<file path="config.mk">
export PLATFORM = sky130hd
export DESIGN_NAME = seg_display_scan
export DESIGN_NICKNAME = d
export VERILOG_FILES = /design/src/rtl/seg_display_scan.sv
export SDC_FILE = /design/constraint.sdc
export NUM_CORES = 1
export LEC_CHECK = 0
export BUFFER_PORTS_ARGS = -buffer_cell sky130_fd_sc_hd__buf_2
export CAP_MARGIN = 20
export CORE_UTILIZATION = 30
export CTS_CLUSTER_SIZE = 40
export DETAILED_ROUTE_END_ITERATION = 8
export REMOVE_ABC_BUFFERS = 1
export SYNTH_ARGS = -nofsm -noshare
export SYNTH_HDL_FRONTEND = slang
export SYNTH_SLANG_ARGS = --single-unit
</file>
<file path="constraint.sdc">
create_clock -name clk -period 2.6 [get_ports clk]
set_input_delay 0.39 -clock clk [delete_from_list [all_inputs] [get_ports clk]]
set_output_delay 0.39 -clock clk [all_outputs]
set_load 0.005 [all_outputs]
</file>
<file path="src/rtl/seg_display_scan.sv">
// seg_display_scan: 4-digit common-anode seven-segment scanner with frame-synchronous
// double buffering, anti-ghosting guard interval and per-digit blink.
module seg_display_scan #(
    parameter int REFRESH_DIV  = 100000,
    parameter int GUARD        = 500,
    parameter int BLINK_FRAMES = 125
) (
    input  logic        clk,
    input  logic        rst,
    input  logic        load,
    input  logic [15:0] digits,
    input  logic [3:0]  blank,
    input  logic [3:0]  dp,
    input  logic [3:0]  blink,
    output logic [7:0]  seg,
    output logic [3:0]  an,
    output logic        frame_start
);
    localparam int CW = $clog2(REFRESH_DIV);
    localparam int FW = BLINK_FRAMES > 1 ? $clog2(BLINK_FRAMES) : 1;
    localparam logic [CW-1:0] CNT_LAST  = CW'(REFRESH_DIV - 1);
    localparam logic [CW-1:0] CNT_GUARD = CW'(GUARD);
    localparam logic [FW-1:0] FCNT_LAST = FW'(BLINK_FRAMES - 1);
    localparam logic [6:0] HEX [16] = '{
        7'h40, 7'h79, 7'h24, 7'h30, 7'h19, 7'h12, 7'h02, 7'h78,
        7'h00, 7'h10, 7'h08, 7'h03, 7'h46, 7'h21, 7'h06, 7'h0E
    };

    logic [CW-1:0] cnt;
    logic [1:0]    idx;
    logic [FW-1:0] fcnt;
    logic          bph;
    logic [27:0]   pendBuf;
    logic          pendValid;
    logic [15:0]   actDigits;
    logic [3:0]    actBlank;
    logic [3:0]    actDp;
    logic [3:0]    actBlink;
    logic          frameWrap;
    logic          slotEnd;
    logic          frameEnd;
    logic          inGuard;
    logic          dark;
    logic [3:0]    nib;
    logic [7:0]    segNext;
    logic [3:0]    anNext;

    always_comb begin
        slotEnd  = cnt == CNT_LAST;
        frameEnd = slotEnd && idx == 2'd3;
        inGuard  = cnt < CNT_GUARD;
        nib      = actDigits[{idx, 2'b00} +: 4];
        dark     = actBlank[idx] | (actBlink[idx] & bph);
        segNext  = (inGuard | dark) ? 8'hFF : {~actDp[idx], HEX[nib]};
        anNext   = inGuard ? 4'hF : ~(4'b0001 << idx);
    end

    always_ff @(posedge clk) begin
        if (rst) begin
            cnt         <= '0;
            idx         <= '0;
            fcnt        <= '0;
            bph         <= 1'b0;
            pendBuf     <= '0;
            pendValid   <= 1'b0;
            actDigits   <= '0;
            actBlank    <= 4'hF;
            actDp       <= '0;
            actBlink    <= '0;
            frameWrap   <= 1'b0;
            frame_start <= 1'b0;
            seg         <= 8'hFF;
            an          <= 4'hF;
        end else begin
            cnt         <= slotEnd ? '0 : cnt + 1'b1;
            idx         <= slotEnd ? idx + 2'd1 : idx;
            frameWrap   <= frameEnd;
            frame_start <= frameWrap;
            seg         <= segNext;
            an          <= anNext;
            if (frameEnd) begin
                if (pendValid)
                    {actDigits, actBlank, actDp, actBlink} <= pendBuf;
                fcnt <= fcnt == FCNT_LAST ? '0 : fcnt + 1'b1;
                if (fcnt == FCNT_LAST)
                    bph <= ~bph;
            end
            // A load on the boundary edge re-arms pending after the old contents commit
            if (load) begin
                pendBuf   <= {digits, blank, dp, blink};
                pendValid <= 1'b1;
            end else if (frameEnd) begin
                pendValid <= 1'b0;
            end
        end
    end
endmodule

</file>
==> impl_metrics.tcl <==
set metrics [dict create \
    cts-resized-gates 0 \
    cts_tree "done" \
    rsz0062_at_grt "no" \
    core_area_um2 13800 \
    clock_skew_ns 0.00755 \
    ys_seq_elements 98 \
    gp_congestion 0.830 \
    fin_tns_setup_ns 0 \
    synth_top_area_share 0.462 \
    power.total_w 0.00298 \
    drt_iter0_markers 108 \
    synth_edf_count 0 \
    clock-root-buffer "clkbuf_16" \
    tightest_slew_ns 0.885 \
    synthFlopType "dfxtp_1" \
    vias_per_cell 4.98 \
    synth_top_area_cell "dfxtp_1" \
    status "complete, no violations" \
    clock_path_buffers 2 \
    ant_nets 0 \
    synthTopCellsByArea "dfxtp_1 46%, mux2i_1 7.8%, a21oi_1 5.2%, nand3_1 4.2%, nor2_1 4.2%" \
    synthCells 456 \
    setup_violations 0 \
    yosysWarnings 0 \
    drcViolationCount 0 \
    min-delay-start "blink[1]" \
    drt-wirelength-per-cell_um 13.7 \
    cp-start-kind "register" \
    crit_type "register to register" \
    maxCapViolCount 0 \
    layout.nets 531 \
    top_layer "met4" \
    path_max_fanout 17 \
    syn_area_um2 4250 \
    leakagePower_nw 1.83 \
    die-area_um2 14600 \
    layout_commonest_cell "dfxtp_1" \
    relSlewSlack 0.410 \
    irDropWorstVdd_uv 344 \
    cts.reportedPaths.clkPinSlew_ns 0.07 \
    slew_viol_final 0 \
    syn_area_per_cell_um2 9.31 \
    met1Wirelength_um 4300 \
    wl_um 9210 \
    drive_gt1_frac 0.161 \
    postCtsHoldBufs 0 \
    worstPathRequired_ns 2.81 \
    async_flop_share 0 \
    period_needed_ns 2.25 \
    power.density_nw_per_um2 605 \
    port_buffers 43 \
    ctsHtreeMaxLevel 3 \
    crit_path_start "cnt[13]$_SDFF_PP0_" \
    grtUsageTotal 0.138 \
    antenna_found_initial 0 \
    post_cts_buffers 0 \
    antenna_cells 0 \
    die_h_um 121 \
    ioPinCount 44 \
    initial_utilization 0.307 \
    fmax_ghz 0.445 \
    min_period_over_period 0.864 \
    r2r-start "cnt[13]$_SDFF_PP0_" \
    grt_max_degree 41 \
    hp-class "primary input to register" \
    core.rowCount 43 \
    dr.pass1.iters 5 \
    grt_overflow_total 0 \
    end_kind "register" \
    clk-insertion-delay-late_ns 0.35 \
    ys_seq_area_frac 0.462 \
    final_cell_mix "98 x dfxtp_1, 47 x nor2_1, 44 x a21oi_1, 43 x buf_2, 36 x nand3_1" \
    numCtsBuffers 9 \
    num_vias 3349 \
    place_area_um2 4630 \
    syn2layout_area_growth_pct 16.1 \
    yosys.cell_types.count 47 \
    met2_length_um 4310 \
    cts.sinks 98 \
    arrival_ns 2.46 \
    n_fill_cell 1388 \
    hpwl_um 6340 \
    final_hold_viol_count 0 \
    die_x_um 121 \
    grt_pass1_vias 3325 \
    grt_pass1_wl_um 15800 \
    fin_area_um2 4930 \
    wl_met3_um 430 \
]
cell usage after synthesis, types with 2 or more instances:
master / instances
nand2b_1: 3
xnor2_1: 8
mux2i_1: 33
o21bai_1: 4
dfxtp_1: 98
o32ai_1: 2
buf_2: 3
nor3_1: 8
xor2_1: 8
nand3_1: 36
and3_1: 3
o221ai_1: 2
nand4_1: 7
nor2_1: 47
o211ai_1: 2
a311oi_1: 2
nand4b_1: 3
and4_1: 4
ha_1: 13
inv_1: 9
or3_1: 3
o21ai_0: 30
clkbuf_1: 29
nor2b_1: 4
nand2_1: 19
or4_1: 3
a21oi_1: 44
mux4_2: 7
o31ai_1: 4
per-layer routing:
metal  vias to the layer above  GRT usage
li1                       1679          -
met1                      1592      0.168
met2                        63      0.223
met3                        15     0.0456
met4                         0     0.0540
met5                         -          0
through the flow:
step / instances / hold slack [ns] / worst slack [ns] / util
2_1_floorplan: 423 / 0.414 / 0.313 / -
3_3_place_gp: 656 / 0.439 / 0.414 / 0.335
3_5_place_dp: 656 / 0.443 / 0.377 / 0.335
4_1_cts: 672 / 0.262 / 0.365 / 0.356
5_1_grt: 672 / 0.264 / 0.258 / 0.356
6_report: 672 / 0.272 / 0.353 / 0.356
power by group:
group | internal (W) | leakage, nW | switching (W) | total [W]
clock | 0.000749 | 0.147 | 0.000574 | 0.00132
sequential | 0.00153 | 0.796 | 0.0000204 | 0.00155
combinational | 0.0000501 | 0.885 | 0.0000569 | 0.000107
flip-flops by register name, indices dropped and copies added, names as in the netlist:
register     flops
frame_start      1
actDp            4
seg              8
idx              2
actDigits       16
frameWrap        1
actBlink         4
pendBuf         28
pendValid        1
bph              1
an               4
cnt             17
actBlank         4
fcnt             7
worst paths after layout:
check	end	slack, ns	depth (start not counted)
min reg2reg	frame_start$_SDFF_PP0_	0.45	1
min	pendBuf[1]$_SDFFE_PP0P_	0.27	3
max reg2reg	fcnt[4]$_SDFFE_PP0P_	0.35	5
max	fcnt[4]$_SDFFE_PP0P_	0.35	5
critical path, cell delays in order, from the launching register on:
cell     delay (ns)
dfxtp_1        0.34
or4_1          0.66
or4_4          0.56
buf_4          0.21
o31ai_1        0.25
a21oi_1        0.10
cell families after synthesis:
group,Yosys count,synth area share
AO/OA/AOI/OAI,98,0.132
XOR/XNOR,16,0.0330
adder cells (fa/ha/maj),13,0.0383
buffers and inverters,42,0.0380
flip-flops,98,0.462
multiplexers,41,0.118
AND/OR/NAND/NOR,148,0.179
cell type report:
| type | instances | area (µm²) | area share |
|---|---|---|---|
| clock buffer | 10 | 229 | 0.0465 |
| clock inverter | 6 | 66.3 | 0.0135 |
| inverter | 9 | 33.8 | 0.00685 |
| multi-input combinational | 316 | 2120 | 0.431 |
| sequential | 98 | 1960 | 0.398 |
| tap | 180 | 225 | 0.0457 |
| timing repair buffer | 53 | 290 | 0.0589 |
Power figures use the tool's default switching activity.
